`src/rtl/nsa_pkg.sv`:
```
// nsa_pkg: shared state type, nibble width and counter-width helper for nibble_serial_adder
package nsa_pkg;
    typedef enum logic [1:0] {IDLE, RUN, DONE} nsa_state_t;
    localparam int NIB_W = 4;
    function automatic int clog2(input int v);
        int r = 1;
        for (int i = 1; i < 32; i++) r = ((1 << i) < v) ? i + 1 : r;
        return r;
    endfunction
endpackage

```
`src/rtl/nsa_nibble_add4.sv`:
```
// nsa_nibble_add4: combinational 4-bit carry-select adder slice
//   a, b : nibble operands
//   ci   : carry in, selects between the two precomputed sums
//   s    : nibble sum
//   co   : carry out
module nsa_nibble_add4
    import nsa_pkg::*;
(
    input  logic [NIB_W-1:0] a,
    input  logic [NIB_W-1:0] b,
    input  logic             ci,
    output logic [NIB_W-1:0] s,
    output logic             co
);
    logic [NIB_W:0] s0, s1;
    assign s0 = {1'b0, a} + {1'b0, b};
    assign s1 = {1'b0, a} + {1'b0, b} + {{NIB_W{1'b0}}, 1'b1};
    assign {co, s} = ci ? s1 : s0;
endmodule

```
`src/rtl/nibble_serial_adder.sv`:
```
// nibble_serial_adder: WIDTH-bit adder that adds one nibble per clock through a carry-select slice
//   clk, rst            : clock, synchronous active-high reset
//   in_valid, in_ready  : operand handshake (in_ready high only in IDLE)
//   a, b, cin           : operands and carry-in, latched on acceptance
//   out_valid, out_ready: result handshake
//   sum, cout           : registered result and carry out of bit WIDTH-1
//   busy                : high in RUN or DONE
//   ovf                 : signed overflow, present only when NSA_OVF_EN is defined
module nibble_serial_adder
    import nsa_pkg::*;
#(
    parameter int WIDTH = 16
) (
    input  logic             clk,
    input  logic             rst,
    input  logic             in_valid,
    output logic             in_ready,
    input  logic [WIDTH-1:0] a,
    input  logic [WIDTH-1:0] b,
    input  logic             cin,
    output logic             out_valid,
    input  logic             out_ready,
    output logic [WIDTH-1:0] sum,
    output logic             cout,
`ifdef NSA_OVF_EN
    output logic             ovf,
`endif
    output logic             busy
);
    localparam int NIBS = WIDTH / NIB_W;
    localparam int CW = clog2(NIBS);

    nsa_state_t             st;
    logic [WIDTH-1:0]       opa, opb, nxt;
    logic [WIDTH-NIB_W-1:0] res;
    logic [CW-1:0]          cnt;
    logic                   c, co;
    logic [NIB_W-1:0]       s;

    nsa_nibble_add4 u_add (.a(opa[NIB_W-1:0]), .b(opb[NIB_W-1:0]), .ci(c), .s(s), .co(co));

    assign in_ready = st == IDLE;
    assign busy     = st != IDLE;
    // New nibble enters at the top; after the last nibble nxt is the full sum.
    assign nxt      = {s, res};

    always_ff @(posedge clk) begin
        if (rst) begin
            st        <= IDLE;
            cnt       <= '0;
            c         <= 1'b0;
            opa       <= '0;
            opb       <= '0;
            res       <= '0;
            sum       <= '0;
            cout      <= 1'b0;
            out_valid <= 1'b0;
`ifdef NSA_OVF_EN
            ovf       <= 1'b0;
`endif
        end else begin
            case (st)
                IDLE: if (in_valid) begin
                    opa <= a;
                    opb <= b;
                    c   <= cin;
                    cnt <= '0;
                    st  <= RUN;
                end
                RUN: begin
                    opa <= {{NIB_W{1'b0}}, opa[WIDTH-1:NIB_W]};
                    opb <= {{NIB_W{1'b0}}, opb[WIDTH-1:NIB_W]};
                    res <= nxt[WIDTH-1:NIB_W];
                    c   <= co;
                    cnt <= cnt + 1'b1;
                    if (cnt == CW'(NIBS - 1)) begin
                        st        <= DONE;
                        out_valid <= 1'b1;
                        sum       <= nxt;
                        cout      <= co;
`ifdef NSA_OVF_EN
                        // opa/opb now hold the top nibble, so bit 3 is the operand MSB.
                        ovf       <= opa[NIB_W-1] ^ opb[NIB_W-1] ^ s[NIB_W-1] ^ co;
`endif
                    end
                end
                DONE: if (out_ready) begin
                    out_valid <= 1'b0;
                    st        <= IDLE;
                end
                default: st <= IDLE;
            endcase
        end
    end
endmodule

```
`config.mk`:
```
export PLATFORM = sky130hd
export DESIGN_NAME = nibble_serial_adder
export DESIGN_NICKNAME = d
export VERILOG_FILES = /design/src/rtl/nsa_pkg.sv /design/src/rtl/nsa_nibble_add4.sv /design/src/rtl/nibble_serial_adder.sv
export SDC_FILE = /design/constraint.sdc
export NUM_CORES = 1
export LEC_CHECK = 0
export ABC_AREA = 1
export BUFFER_PORTS_ARGS = -buffer_cell sky130_fd_sc_hd__buf_2
export CAP_MARGIN = 20
export CELL_PAD_IN_SITES_DETAIL_PLACEMENT = 0
export CELL_PAD_IN_SITES_GLOBAL_PLACEMENT = 2
export CORE_MARGIN = 1
export CORE_UTILIZATION = 35
export CTS_BUF_LIST = sky130_fd_sc_hd__clkbuf_2 sky130_fd_sc_hd__clkbuf_4 sky130_fd_sc_hd__clkbuf_8
export DETAILED_ROUTE_END_ITERATION = 6
export PLACE_DENSITY_LB_ADDON = 0.1
export SETUP_SLACK_MARGIN = 0.02
export SLEW_MARGIN = 10
export SYNTH_ARGS = -nofsm -noshare
export SYNTH_HDL_FRONTEND = slang
export SYNTH_HIERARCHICAL = 1
export SYNTH_SLANG_ARGS = --single-unit
```
`constraint.sdc`:
```
create_clock -name clk -period 2.9 [get_ports clk]
set_clock_uncertainty 0.05 [all_clocks]
set_input_delay 0.725 -clock clk [delete_from_list [all_inputs] [get_ports clk]]
set_output_delay 0.725 -clock clk [all_outputs]
set_load 0.01 [all_outputs]
```
==> results of run 1 <==
[stage by stage]
| step | instance area, µm² | cells | worst slack (ps) | total power [mW] |
|---|---|---|---|---|
| 2_1_floorplan | 4770 | 726 | 931 | 1.63 |
| 5_1_grt | 5430 | 951 | 596 | 2.76 |
| 3_3_place_gp | 5230 | 936 | 842 | 1.73 |
| 6_report | 5430 | 951 | 821 | 2.62 |
| 4_1_cts | 5430 | 951 | 786 | 2.65 |
| 3_5_place_dp | 5230 | 936 | 806 | 1.73 |
[critical path: cells and delay by family (launching register included)]
family          cells  cell delay (ps)
flops               1              470
simple gates        4              830
buf+inv             4              600
compound gates      1               80
[per-layer routing]
layer | global-route usage (%) | part of all wire, % | up-vias
met3 | 2.85 | 4.5 | 14
met4 | 6.25 | 1.3 | 0
met2 | 29.6 | 44 | 86
met5 | 0 | 0 | -
met1 | 25.2 | 50 | 1995
li1 | - | - | 2384
[where the power goes]
part / internal [mW] / switching [mW]
Clock: 0.407 / 0.518
Sequential: 1.38 / 0.0253
Combinational: 0.102 / 0.191
[layout make-up]
type,instances,area share (%)
clock inverter,6,1.36
clock buffer,9,2.28
inverter,79,5.46
tap,176,4.06
sequential,97,35.8
timing repair buffer,65,6.87
multi-input combinational,519,44.2
[flip-flops by register name, summed over array words and instances (netlist names), 2 cells and up]
signal	flops
cnt	32
opa	16
opb	16
sum	16
res	12
st	2
[cell usage after synthesis, types with 5 or more instances]
cell type / instances / share of area, %
clkbuf_1: 7 / 0.55
o211ai_1: 8 / 1.3
a22oi_1: 11 / 1.7
nand2_1: 211 / 17
o21ai_0: 20 / 2.1
a21oi_1: 33 / 3.5
a31oi_1: 8 / 1.0
nor3_1: 18 / 1.9
buf_2: 19 / 2.0
inv_1: 75 / 5.9
dfxtp_1: 97 / 41
nand4_1: 9 / 1.2
ha_1: 6 / 1.6
nand3_1: 34 / 3.6
nor2_1: 130 / 10
nand2_2: 5 / 0.66
nor2_4: 5 / 1.2
[path summary, 6_finish.rpt]
path	startpoint	end	cells past startpoint
setup / recovery	st[1]	opb[2]	9
hold reg to reg	opb[12]	opb[12]	2
hold / removal	opb[12]	opb[12]	2
setup reg to reg	st[1]	opb[2]	9
[cell families (layout without fill, tap and decap cells)]
| family | Yosys count | count (layout) | synth area share [%] |
|---|---|---|---|
| AND/OR/NAND/NOR | 421 | 421 | 36.7 |
| XOR/XNOR | 1 | 1 | 0.183 |
| AO/OA/AOI/OAI | 90 | 90 | 11.2 |
| adder cells (fa/ha/maj) | 7 | 7 | 1.99 |
| buffers and inverters | 110 | 159 | 9.22 |
| flip-flops | 97 | 97 | 40.7 |
[cell usage in the layout (no fill, tap or decap), drive strengths merged, types with 3 or more instances in the layout]
cell / count
clkbuf: 9
ha: 6
o211ai: 8
a21oi: 33
o21ai: 21
nor3: 19
nand2: 217
inv: 82
nand4: 9
a22oi: 11
nor2: 139
nand3: 35
buf: 65
dfxtp: 97
a31oi: 8
a211oi: 3
==> metrics, run 1 <==
Root Driver clkbuf_8; CTS H-tree depth 3; DR pass1 iterations 4; post-detail-place hpwl 8.62 mm; worst skew pair latency between 300 and 400 ps; Hold Crit Class reg -> reg; Synth Flop Type dfxtp_1; multi-input logic area about 0.0024 mm²; synthesized flop and latch total 97; Startpoint Class flip-flop; first-pass GRT wire length roughly 21 mm; cts bufs inserted 9; area occupied by registers between 0.0015 and 0.002 mm²; Worst Tran Pin Value roughly 570 ps; clk buf depth 2; Final GP Congestion a little under 0.8; mean number of vias per cell 4.71; WS Path Type reg -> reg; slowest stage cell on the critical path dfxtp_1; residual DRC count 0; largest net degree at the start of global routing 44; Final Cycle Share between 70 and 80%; Routed Antenna Nets 0; asr flop ratio synth 0%; Worst Path Arrival 2360 ps; Fmax 481 MHz; vias in the first global route ~4.2k; # setup viols final 0; Worst-path clk slew roughly 100 ps; RSZ-0062 raised after global routing no; Die ar. between 0.01 and 0.015 mm²; Netlist cell types 36; setup TNS 0 ps; FF-to-FF setup slack between 800 and 900 ps; crit-path most repeated cell nand2_1; initial core utilization 35.9%; DRT iter0 DRCs 243; Hold Slack about 420 ps; Pleak 2.35 nW; wire length per cell about 13 µm; row count 42; crit path cell chain inv_2 -> nand2_1 -> nand2_2 -> inv_1 -> buf_12 -> nand2_1 -> o211ai_1 -> nand2_1 -> inv_1; GRT Total Usage 18.5%; sequential share of the synthesized area ~41%; layout filler cell count approximately 1.5k; IO Port Bufs 56; Cells after Synth between 700 and 800; DR vias 4479; yosys warns 6; Post-synth EDFFs 0; initial antenna violation count 0; Data required, critical path about 3200 ps; IO Pins 57; CTS resizes 0; die width between 100 and 150 µm; final net count approximately 820; crit end category flip-flop; drt total wl ~12 mm; Power Density 483 mW/mm²; status completed; Antenna diodes 0; Peak VDD IR 0.185 mV; Hold Buf Count CTS 0; max-slew violations 0; Max-Cap Viols 0; synthesized area around 0.0048 mm²; CTS Sinks 97; Max-slew headroom 62.2%; Largest stage delay, worst path approximately 470 ps; mean post-synth cell area ~6.6 µm²; min Tclk post-route 2080 ps; syn nets 770; synth-to-layout area growth 13.7%; die height between 100 and 150 µm; layout cell share with drive strength beyond 1 a little over an eighth; Core ar. between 0.01 and 0.015 mm²; CTS tree yes; Remaining Overflow, GRT 0; post-layout util between 40 and 50%; Max Fanout on Critical Path 25; Hold Violations, Final 0; post-CTS setup buffer count 0
Power figures use the tool's default switching activity.
==> run 2, diff against run 1 <==
- CORE_UTILIZATION: 35 -> 33
- clock period: 2.9 -> 2 ns (I/O delays scaled with it)
==> metrics, run 2 (same netlist as run 1, synthesis figures left out) <==
status completed; FF-to-FF setup slack approximately 66 ps; min Tclk post-route between 1500 and 2000 ps; initial core utilization between 30% and 40%; Hold Buf Count CTS 0; P_int 2.79 mW; commonest non-fill, non-tap cells in the layout nand2_1, nor2_1, dfxtp_1; Pleak ~2.4 nW; largest net degree at the start of global routing 42; layout filler cell count ~1.5k; drt total wl 12.6 mm; cts bufs inserted 9; crit end category flip-flop; Data required, critical path roughly 2200 ps; crit path cell chain ha_4 -> inv_2 -> fa_1 -> inv_2 -> ha_4 -> nand2_4 -> xnor2_2 -> inv_1 -> nor2_2 -> nand2_1 -> nand2_1 -> nor2_1; Top delay family on crit path adder cells; Hold Crit Class in -> reg; CTS tree yes; CTS Sinks 97; Root Driver clkbuf_8; NetSw ~1.2 mW; clk buf depth 2; Hold Violations, Final 0; worst skew pair latency between 300 and 400 ps; GRT Total Usage between 10% and 20%; Top reg by flops cnt; dpl cells 949; mean number of vias per cell roughly 4.7; area occupied by registers 0.00194 mm²; IO Port Bufs 56; Worst-path clk slew between 100 and 150 ps; RSZ-0062 raised after global routing yes; Max-Cap Viols 0; # setup viols final 0; Worst Path Arrival roughly 2200 ps; Antenna diodes 0; first-pass GRT wire length about 21 mm; synth-to-layout area growth 17.1%; Remaining Overflow, GRT 0; part of the power in registers 51.7%; CTS H-tree depth 3; die height 122 µm; max reg flops 32; Final Cycle Share between 90% and 100%; row count 43; setup TNS 0 ps; Final GP Congestion 0.865; Max-slew headroom between 60 and 70%; Worst Tran Pin Value ~520 ps; Die ar. 0.0150 mm²; DRT iter0 DRCs about 240; Fmax slightly above 500 MHz; Startpoint Class flip-flop; post-detail-place hpwl ~8.9 mm; DR pass1 iterations 4; DR vias roughly 4.6k; max-slew violations 0; Non-Filler Instances 968; Peak VDD IR 0.305 mV; Routed Antenna Nets 0; vias in the first global route between 4k and 5k; Comb power frac between 10% and 20%; final net count approximately 830; die width 122 µm; clock network fraction of design power a little under two fifths; Switching Fraction 29.2%; Bufs and invs on worst path 3; wire length per cell between 10 and 15 µm; post-layout util between 30% and 40%; initial antenna violation count 0; WS Path Type reg -> reg; slowest stage cell on the critical path fa_1; residual DRC count 0; Largest stage delay, worst path approximately 530 ps; Hold Slack 305 ps; Core ar. about 0.014 mm²; IO Pins between 50 and 60; layout cell share with drive strength beyond 1 between 10% and 20%; Power Density between 700 and 800 mW/mm²; multi-input logic area between 0.002 and 0.0025 mm²; commonest non-fill, non-tap cell in the layout nand2_1; Max Fanout on Critical Path 2
[run 2: worst register-to-register path: cells and delay by family, from the launching register on]
family,cells,cell delay [ps]
buffers and inverters,3,150
xor gates and xnor gates,1,100
and+or+nand+nor,5,350
DFF,1,370
adders and majority gates,3,830
[run 2: cell type report]
cell class | instances | share of cell area [%]
Multi-Input combinational cell | 519 | 43.8
Sequential cell | 97 | 34.8
Timing Repair Buffer | 77 | 8.06
Clock inverter | 7 | 1.77
Clock buffer | 9 | 2.22
Inverter | 79 | 5.31
Tap cell | 180 | 4.03
[run 2: layer usage]
metal | vias up | GRT usage, % | routed length (µm)
met5 | - | 0 | 0
met4 | 0 | 6.17 | 150
met3 | 10 | 2.56 | 483
met2 | 79 | 27.4 | 5310
met1 | 2054 | 26.0 | 6670
li1 | 2411 | - | -
[run 2: worst paths after layout]
check,startpoint,endpoint,depth (start not counted)
max,opb[0],sum[14],12
min reg2reg,opa[13],opa[13],2
min,b[14],opb[14],3
max reg2reg,opb[0],sum[14],12
[run 2: power by group through the flow]
stage	clock network [mW]	logic (mW)	registers [mW]
6_report	1.45	0.456	2.04
2_1_floorplan	0	0.295	2.07
3_3_place_gp	0	0.438	2.08
5_1_grt	1.56	0.526	2.05
4_1_cts	1.50	0.446	2.04
3_5_place_dp	0	0.439	2.08
[run 2: repair_timing]
action	in CTS	in global routing
endpoints found under the setup margin	6	7
setup buffers	0	3
hold endpoints to repair	0	0
resized for setup	7	9
pin swaps	3	10
[run 2: metrics by stage]
step / worst slack, ps / area, µm² / power, mW
finish: 66.1 / 5590 / 3.94
global route: -45.1 / 5590 / 4.13
CTS: 18.5 / 5530 / 3.98
detailed placement: -96.4 / 5290 / 2.52
global placement: -69.7 / 5290 / 2.51
floorplan: 30.8 / 4770 / 2.37
==> run 3, diff against run 2 <==
--- a/config.mk
+++ b/config.mk
@@ -17,5 +17,5 @@
 export PLACE_DENSITY_LB_ADDON = 0.1
 export SETUP_SLACK_MARGIN = 0.02
-export SLEW_MARGIN = 10
+export SLEW_MARGIN = 20
 export SYNTH_ARGS = -nofsm -noshare
 export SYNTH_HDL_FRONTEND = slang
==> constraint.sdc (replaced) <==
create_clock -name clk -period 2 [get_ports clk]
set_clock_uncertainty 0.05 [all_clocks]
set_input_delay 0.2 -clock clk [delete_from_list [all_inputs] [get_ports clk]]
set_output_delay 0.2 -clock clk [all_outputs]
set_load 0.01 [all_outputs]
==> metrics, run 3 (same netlist as run 1, synthesis figures left out) <==
Die ar. approximately 0.015 mm²; IO Pins 57; CTS Sinks 97; worst skew pair latency 370 ps; Fmax ~520 MHz; status completed; CTS H-tree depth 3; Top reg by flops cnt; Power Density 682 mW/mm²; Peak VDD IR about 0.35 mV; Hold Crit Start b[12]; R2R depth 12; Placement Setup Slack -101 ps; Setup crit start opb[0]; WS Path Type reg -> reg; Data required, critical path 2230 ps; Bufs and invs on worst path 2; Max-slew headroom roughly two thirds; Antenna diodes 0; DR pass1 iterations 4; placed inst area roughly 0.0053 mm²; setup TNS 0 ps; Worst Tran Pin Value between 500 and 600 ps; Final Cycle Share a little over nine tenths; # setup viols final 0; Largest stage delay, worst path around 480 ps; layout cell share with drive strength beyond 1 approximately 17%; min Tclk post-route ~1900 ps; die height between 100 and 150 µm; crit end category flip-flop; vias in the first global route about 4.3k; DRT iter0 DRCs 287; final net count a little over 800; commonest non-fill, non-tap cells in the layout nand2_1, nor2_1, dfxtp_1; dpl cells 950; row count 43; crit path cell chain ha_4 -> inv_2 -> fa_1 -> inv_2 -> ha_4 -> nand2_4 -> nor2_4 -> nand3_2 -> nand2_2 -> nand2_2 -> o21ai_1 -> nor2_1; die width between 100 and 150 µm; max reg flops 32; Design Area, Final approximately 0.0056 mm²; mean number of vias per cell roughly 4.7; count of cells along the worst hold path 3; Hold Violations, Final 0; Startpoint Class flip-flop; Max Fanout on Critical Path 2; Hold Crit Class in -> reg; CTS tree yes; Core ar. ~0.014 mm²; cell depth of the worst setup path 12; DR vias ~4.6k; first-pass GRT wire length roughly 21 mm; Root Driver clkbuf_8; Routed Antenna Nets 0; GRT Total Usage a little under a fifth; Worst Path Arrival 2170 ps; Pleak about 2.5 nW; largest net degree at the start of global routing 42; wire length per cell between 10 and 15 µm; Non-Filler Instances approximately 1000; max-slew violations 0; Worst-path clk slew approximately 100 ps; Remaining Overflow, GRT 0; Final Power 3.83 mW; Final GP Congestion approximately 0.86; commonest non-fill, non-tap cell in the layout nand2_1; R2R Path Start opb[0]; Top delay family on crit path adder cells; synth-to-layout area growth 17.7%; RSZ-0062 raised after global routing yes; setup slack after layout between 60 and 70 ps; IO Port Bufs 56; drt total wl approximately 13 mm; slowest stage cell on the critical path fa_1; residual DRC count 0; initial antenna violation count 0; initial core utilization between 30 and 40%; clk buf depth 2; Max-Cap Viols 0; cts bufs inserted 9; post-detail-place hpwl ~8.9 mm
run 3: worst register-to-register path, delay by kind of cell (launching register included):
kind | cells | cell delay [ps]
simple gates | 6 | 440
compound gates | 1 | 110
buf+inv | 2 | 130
fa+ha+maj | 3 | 760
flops | 1 | 360
run 3: area by class of cell:
cell class              count  area [µm²]
fillers                  1521        8370
multi-input cells         519        2470
flip-flops and latches     97        1940
repair buffers             81         485
inverters                  79         298
well taps                 180         225
clock buffers              10         131
clock inverters             5        65.1
run 3: path summary, 6_finish.rpt:
check / endpoint / slack [ps]
worst max-delay path: cout / 60
worst min-delay path: opb[12] / 20
worst max register to register: cout / 60
worst min register to register: opb[15] / 410
run 3: routing by layer:
layer | part of all wire, % | GRT usage, % | up-vias | wire, µm
met3 | 3.9 | 3.07 | 11 | 494
met1 | 52 | 25.4 | 2088 | 6640
met4 | 1.2 | 6.40 | 0 | 155
met5 | 0 | 0 | - | 0
li1 | - | - | 2423 | -
met2 | 42 | 27.7 | 86 | 5370
run 3: timing repair:
action / in CTS / in global routing
hold buffers: 2 / 0
hold endpoints to repair: 2 / 0
endpoints found under the setup margin: 5 / 16
resized for setup: 8 / 16
setup buffers: 2 / 2
pin swaps: 4 / 13
run 3: stage by stage:
stage               utilization [%]  hold slack [ps]
floorplan                         -              298
global placement               37.9              396
detailed placement             37.9              403
CTS                            39.7           0.0964
global route                   40.2             5.99
finish                         40.2             23.2
run 3: power breakdown:
part | leakage, nW | internal [mW] | switching (mW)
logic | 1.57 | 0.179 | 0.293
registers | 0.790 | 2.00 | 0.0383
clock network | 0.100 | 0.598 | 0.726
total | 2.46 | 2.78 | 1.06
